===== config.mk =====
export PLATFORM = sky130hd
export DESIGN_NAME = cnn_layer_sequencer_flat
export DESIGN_NICKNAME = d
export VERILOG_FILES = /design/src/rtl/cnn_layer_sequencer_if.sv /design/src/rtl/cnn_layer_sequencer.sv /design/src/flat_wrapper.sv
export SDC_FILE = /design/constraint.sdc
export NUM_CORES = 1
export LEC_CHECK = 0
export ABC_AREA = 1
export ABC_CLOCK_PERIOD_IN_PS = 1900
export CORE_ASPECT_RATIO = 1.2
export CORE_MARGIN = 2
export CORE_UTILIZATION = 50
export DETAILED_ROUTE_END_ITERATION = 8
export HOLD_SLACK_MARGIN = 0.08
export PLACE_DENSITY = 0.78
export REMOVE_ABC_BUFFERS = 1
export SYNTH_ARGS = -nofsm -noshare
export SYNTH_HDL_FRONTEND = slang
export SYNTH_SLANG_ARGS = --single-unit

===== constraint.sdc =====
create_clock -name clk -period 1.9 [get_ports clk]
set_input_delay 0.38 -clock clk [delete_from_list [all_inputs] [get_ports clk]]
set_output_delay 0.38 -clock clk [all_outputs]
set_load 0.02 [all_outputs]

===== src/rtl/cnn_layer_sequencer_if.sv =====
// Handshake bundle between the frame controller / CNN layers and the
// layer sequencer. The master modport belongs to whoever drives the frame
// requests and the per-layer done pulses. The slave modport belongs to
// the sequencer itself.
interface cnn_layer_sequencer_if #(
    parameter int N_STAGES = 5,
    parameter int FCNT_W   = 16
);
    logic                frame_start;
    logic                abort;
    logic [N_STAGES-1:0] stage_done;
    logic [N_STAGES-1:0] stage_start;
    logic [2:0]          cur_stage;
    logic                busy;
    logic                frame_done;
    logic                err_timeout;
    logic [FCNT_W-1:0]   frame_cnt;

    modport master (
        output frame_start, abort, stage_done,
        input  stage_start, cur_stage, busy, frame_done, err_timeout, frame_cnt
    );

    modport slave (
        input  frame_start, abort, stage_done,
        output stage_start, cur_stage, busy, frame_done, err_timeout, frame_cnt
    );
endinterface


===== src/rtl/cnn_layer_sequencer.sv =====
// Frame-level scheduler for the CNN pipeline (conv -> relu -> pool -> flatten -> dense).
// The sequencer launches each layer with a one-cycle start pulse and waits for
// that layer's done pulse before it launches the next layer. It reports frame
// completion and counts completed frames.
// Optional feature macro: WATCHDOG_EN adds a per-stage hang detector and an
// ERR state. When the macro is undefined, RUN waits indefinitely and
// err_timeout is tied low.
module cnn_layer_sequencer #(
    parameter int N_STAGES       = 5,
    parameter int TIMEOUT_CYCLES = 4096,
    parameter int FCNT_W         = 16
) (
    input  logic                  clk,
    input  logic                  rst_n,
    cnn_layer_sequencer_if.slave  bus
);

    // Catch unsupported configurations at elaboration time.
    if (N_STAGES < 1 || N_STAGES > 8) begin : g_bad_stages
        $error("cnn_layer_sequencer: N_STAGES must be in 1..8");
    end
    if (TIMEOUT_CYCLES < 2) begin : g_bad_timeout
        $error("cnn_layer_sequencer: TIMEOUT_CYCLES must be >= 2");
    end

    typedef enum logic [1:0] {
        S_IDLE,
        S_RUN
`ifdef WATCHDOG_EN
        , S_ERR
`endif
    } state_t;

    state_t              state_reg;
    logic [N_STAGES-1:0] stage_start_reg;
    logic [2:0]          cur_stage_reg;
    logic                busy_reg;
    logic                frame_done_reg;
    logic [FCNT_W-1:0]   frame_cnt_reg;
    logic [N_STAGES-1:0] cur_onehot;
    logic                done_hit;
    logic                launch_pending;
    logic                is_last;

    // This is a one-hot decode of the active stage. It selects the only done bit that is honoured.
    for (genvar gi = 0; gi < N_STAGES; gi++) begin : g_dec
        assign cur_onehot[gi] = (cur_stage_reg == 3'(gi));
    end

    // A done pulse that coincides with its own start pulse is not sampled.
    assign launch_pending = |stage_start_reg;
    assign done_hit       = |(bus.stage_done & cur_onehot);
    assign is_last        = (cur_stage_reg == 3'(N_STAGES - 1));

`ifdef WATCHDOG_EN
    localparam int WD_W = $clog2(TIMEOUT_CYCLES + 1);
    logic [WD_W-1:0] wdog_reg;
    logic            err_timeout_reg;
`endif

    // The sequencer FSM: it owns all registered outputs, the frame counter and the watchdog.
    always_ff @(posedge clk or negedge rst_n) begin
        if (!rst_n) begin
            state_reg       <= S_IDLE;
            stage_start_reg <= '0;
            cur_stage_reg   <= 3'd0;
            busy_reg        <= 1'b0;
            frame_done_reg  <= 1'b0;
            frame_cnt_reg   <= '0;
`ifdef WATCHDOG_EN
            wdog_reg        <= '0;
            err_timeout_reg <= 1'b0;
`endif
        end else begin
            // Start and done outputs are pulses by default.
            stage_start_reg <= '0;
            frame_done_reg  <= 1'b0;
            if (bus.abort) begin
                state_reg       <= S_IDLE;
                busy_reg        <= 1'b0;
`ifdef WATCHDOG_EN
                err_timeout_reg <= 1'b0;
`endif
            end else begin
                case (state_reg)
                    S_IDLE: begin
                        if (bus.frame_start) begin
                            state_reg       <= S_RUN;
                            stage_start_reg <= N_STAGES'(1);
                            cur_stage_reg   <= 3'd0;
                            busy_reg        <= 1'b1;
`ifdef WATCHDOG_EN
                            wdog_reg        <= '0;
`endif
                        end
                    end
                    S_RUN: begin
                        if (!launch_pending && done_hit) begin
                            if (is_last) begin
                                state_reg      <= S_IDLE;
                                busy_reg       <= 1'b0;
                                frame_done_reg <= 1'b1;
                                frame_cnt_reg  <= frame_cnt_reg + FCNT_W'(1);
                            end else begin
                                stage_start_reg <= cur_onehot << 1;
                                cur_stage_reg   <= cur_stage_reg + 3'd1;
`ifdef WATCHDOG_EN
                                wdog_reg        <= '0;
`endif
                            end
                        end
`ifdef WATCHDOG_EN
                        else if (wdog_reg == WD_W'(TIMEOUT_CYCLES)) begin
                            state_reg       <= S_ERR;
                            busy_reg        <= 1'b0;
                            err_timeout_reg <= 1'b1;
                        end else begin
                            wdog_reg <= wdog_reg + WD_W'(1);
                        end
`endif
                    end
`ifdef WATCHDOG_EN
                    S_ERR: begin
                        // A new frame request recovers from a hang, exactly as a launch from IDLE does.
                        if (bus.frame_start) begin
                            state_reg       <= S_RUN;
                            stage_start_reg <= N_STAGES'(1);
                            cur_stage_reg   <= 3'd0;
                            busy_reg        <= 1'b1;
                            err_timeout_reg <= 1'b0;
                            wdog_reg        <= '0;
                        end
                    end
`endif
                    default: begin
                        state_reg <= S_IDLE;
                        busy_reg  <= 1'b0;
                    end
                endcase
            end
        end
    end

    assign bus.stage_start = stage_start_reg;
    assign bus.cur_stage   = cur_stage_reg;
    assign bus.busy        = busy_reg;
    assign bus.frame_done  = frame_done_reg;
    assign bus.frame_cnt   = frame_cnt_reg;
`ifdef WATCHDOG_EN
    assign bus.err_timeout = err_timeout_reg;
`else
    assign bus.err_timeout = 1'b0;
`endif

endmodule


===== src/flat_wrapper.sv =====
// flat-port wrapper written by rule: the top's interface ports become plain ports
module cnn_layer_sequencer_flat 
#(
    parameter int N_STAGES       = 5,
    parameter int TIMEOUT_CYCLES = 4096,
    parameter int FCNT_W         = 16
)
  (clk, rst_n, bus_frame_start, bus_abort, bus_stage_done, bus_stage_start, bus_cur_stage, bus_busy, bus_frame_done, bus_err_timeout, bus_frame_cnt);
  cnn_layer_sequencer_if #(.N_STAGES(N_STAGES), .FCNT_W(FCNT_W)) bus_i ();
  input  logic clk;
  input  logic rst_n;
  input wire logic [$bits(bus_i.frame_start)-1:0] bus_frame_start;
  input wire logic [$bits(bus_i.abort)-1:0] bus_abort;
  input wire logic [$bits(bus_i.stage_done)-1:0] bus_stage_done;
  output wire logic [$bits(bus_i.stage_start)-1:0] bus_stage_start;
  output wire logic [$bits(bus_i.cur_stage)-1:0] bus_cur_stage;
  output wire logic [$bits(bus_i.busy)-1:0] bus_busy;
  output wire logic [$bits(bus_i.frame_done)-1:0] bus_frame_done;
  output wire logic [$bits(bus_i.err_timeout)-1:0] bus_err_timeout;
  output wire logic [$bits(bus_i.frame_cnt)-1:0] bus_frame_cnt;
  assign bus_i.frame_start = bus_frame_start;
  assign bus_i.abort = bus_abort;
  assign bus_i.stage_done = bus_stage_done;
  assign bus_stage_start = bus_i.stage_start;
  assign bus_cur_stage = bus_i.cur_stage;
  assign bus_busy = bus_i.busy;
  assign bus_frame_done = bus_i.frame_done;
  assign bus_err_timeout = bus_i.err_timeout;
  assign bus_frame_cnt = bus_i.frame_cnt;
  cnn_layer_sequencer #(.N_STAGES(N_STAGES), .TIMEOUT_CYCLES(TIMEOUT_CYCLES), .FCNT_W(FCNT_W)) u_core (.clk(clk), .rst_n(rst_n), .bus(bus_i));
endmodule

==> qor.txt <==
Via Count: 1371
top cell type's share of synthesized area: 41.5%
clock root buffer: clkbuf_4
Setup Buffers After CTS: 0
adder-cell share of the synthesized area: 4.79%
Max VDD drop: 0.635 mV
initial drt markers: 36
initial antenna violation count: 0
Tcrit/Tclk final: 95.6%
post-place instance area: 0.00194 mm2
Final GP Congestion: 0.857
area grow syn2layout: 26.9%
CP max stage delay: 640 ps
GRT overflow: 0
crit path launch type: register
PwrDens: 587 mW/mm2
Via density: 4.97
Reg clk slew, reported paths: 140 ps
final instance area: 0.00199 mm2
Antenna Cells: 0
DRC errors left: 0
leakage power: 1.06 nW
pin count of the biggest net entering global routing: 27
critical path class: register to primary output
crit path cell chain: clkdlybuf4s50_1
register area share after synthesis: 41.5%
final wirelength: 3.11 mm
cell accounting for the most synthesized area: dfrtp_1
status: finished, final reports clean
Initial Utilization: 51.8%
Tot Pwr: 1.17 mW
Buf/Inv on CP: 1
post-synthesis compound-gate area fraction: 0.319%
synthesized area per cell: 7.76 um2
Die Ht: 65.3 um
Reg2Reg Setup Slack: 200 ps
Hold Fails Final Rpt: 0
Routed Antenna Nets: 0
Total Routing Usage GR: 20.1%
Final Skew: 16.8 ps
Die X: 55.1 um
layout cell share with drive strength beyond 1: 15.0%
DIE AREA: 0.00360 mm2
worst slack, placed: 163 ps
TritonRoute pass-1 iters: 7
CP Launch Point: u_core.bus.frame_cnt[3]
Final WS setup: 83.7 ps
CP max stage cell: clkdlybuf4s50_1
Worst Path Arrival: 1440 ps
Post-Synth Simple-Gate Area: 39.9%
critical path's top delay family: buffers and inverters
max_cap viols: 0
terminus of the critical flop-to-flop path: u_core.bus.frame_cnt[8]
first-pass GRT wire length: 5.44 mm
CTS H-tree depth: 1
Port Buffer Count: 34
Bufs on Longest Clock Path: 2
final setup violation count: 0
Largest register FFs: 16
most common cell after layout, fill and taps aside: nand2_1
Setup TNS Final: 0 ps
max-slew violations: 0
mux contribution to synthesized area: 0%
CTS sink cnt: 26
I/O pin count: 36
Synth Flop Type: dfrtp_1
RSZ-0062 raised after global routing: no
Worst Path Max Fanout: 6
asr flop ratio synth: 100%
CTS tree: built
Yosys reg bits: 26
TritonCTS Buffers: 3
Post-CTS Hold Fix Bufs: 0
CP endpoint kind: primary output
Worst R2R Path Depth: 9
largest family of logic cells by synthesized area: simple AND/OR/NAND/NOR gates
Final min period: 1820 ps
Avg WL per Cell: 11.3 um
Yosys cell types: 23
WP data required: 1520 ps
final HPWL from detailed placement: 2.29 mm
Max Freq: 0.551 GHz
most frequent cells in the layout: nand2_1 (75), clkdlybuf4s50_1 (30), nor2_1 (22)
FP Rows: 22
HP Class: input pin to asynchronous set/reset pin
vias in the first global route: 1277
Core Region: 0.00303 mm2
top post-synthesis cells by area: dfrtp_1 (42%), nand2_1 (18%), nor2_1 (5.3%)
Synth Cell Area: 0.00157 mm2
number of enable flip-flop cells after synthesis: 0
cells after synthesis: 202
xor and xnor area share after synthesis: 6.70%
final net count: 256
RR Startpoint: u_core.bus.cur_stage[0]
Synth warnings: 0
worst skew pair latency: 330 ps
==> area by class of cell <==
cell class	count	area, um2
clock buffers	4	36.3
fillers	257	1040
inverters	17	63.8
multi-input cells	156	815
flip-flops and latches	26	657
well taps	36	45.0
repair buffers	37	373
==> cells in the mapped netlist, types with 3 or more instances <==
cell type / count
nand2_2: 10
ha_1: 6
nand4_1: 5
dfrtp_1: 26
nand3_1: 13
nor2_2: 3
inv_1: 11
nand2_4: 3
inv_2: 5
xor2_1: 5
nand2_1: 75
nor2_1: 22
xnor2_1: 7
==> worst max-delay path by stage <==
stage	end	slack [ps]	depth (start not counted)
finish	bus_frame_cnt[3]	80	1
global route	bus_frame_cnt[3]	9	1
CTS	bus_frame_cnt[10]	30	1
detailed placement	u_core.bus.frame_cnt[4]	160	10
global placement	u_core.bus.frame_cnt[4]	170	10
floorplan	u_core.bus.frame_cnt[2]	220	8
==> through the flow <==
step           hold WS, ps  cells  util [%]
2_1_floorplan         84.4    199         -
3_3_place_gp           506    272      64.0
3_5_place_dp           531    272      64.0
4_1_cts                411    276      65.2
5_1_grt                421    276      65.7
6_report               399    276      65.7
==> routing by layer <==
layer,global-route usage (%),vias to the layer above,part of all wire [%]
met1,27.9,630,47
met3,2.73,7,4.2
met4,7.93,0,1.9
met2,31.1,38,47
met5,0,-,0
li1,-,696,-
==> logic make-up after synthesis <==
family,after synthesis
other,1
adders and majority gates,6
AOI/OAI and AO/OA,1
DFF,26
xor gates and xnor gates,12
buffers and inverters,20
and+or+nand+nor,136
==> timing repair <==
action                                 4_1_cts  5_1_grt
setup endpoints to repair                    0        9
gates resized for setup                      0        9
endpoints found under the hold margin        0        0
==> power breakdown <==
group	internal, mW	total (mW)	switching [mW]	leakage [nW]
Sequential	0.574	0.599	0.0249	0.352
Combinational	0.116	0.290	0.174	0.683
Clock	0.117	0.278	0.161	0.0210
Note: power is estimated with default switching activity, not from simulation.
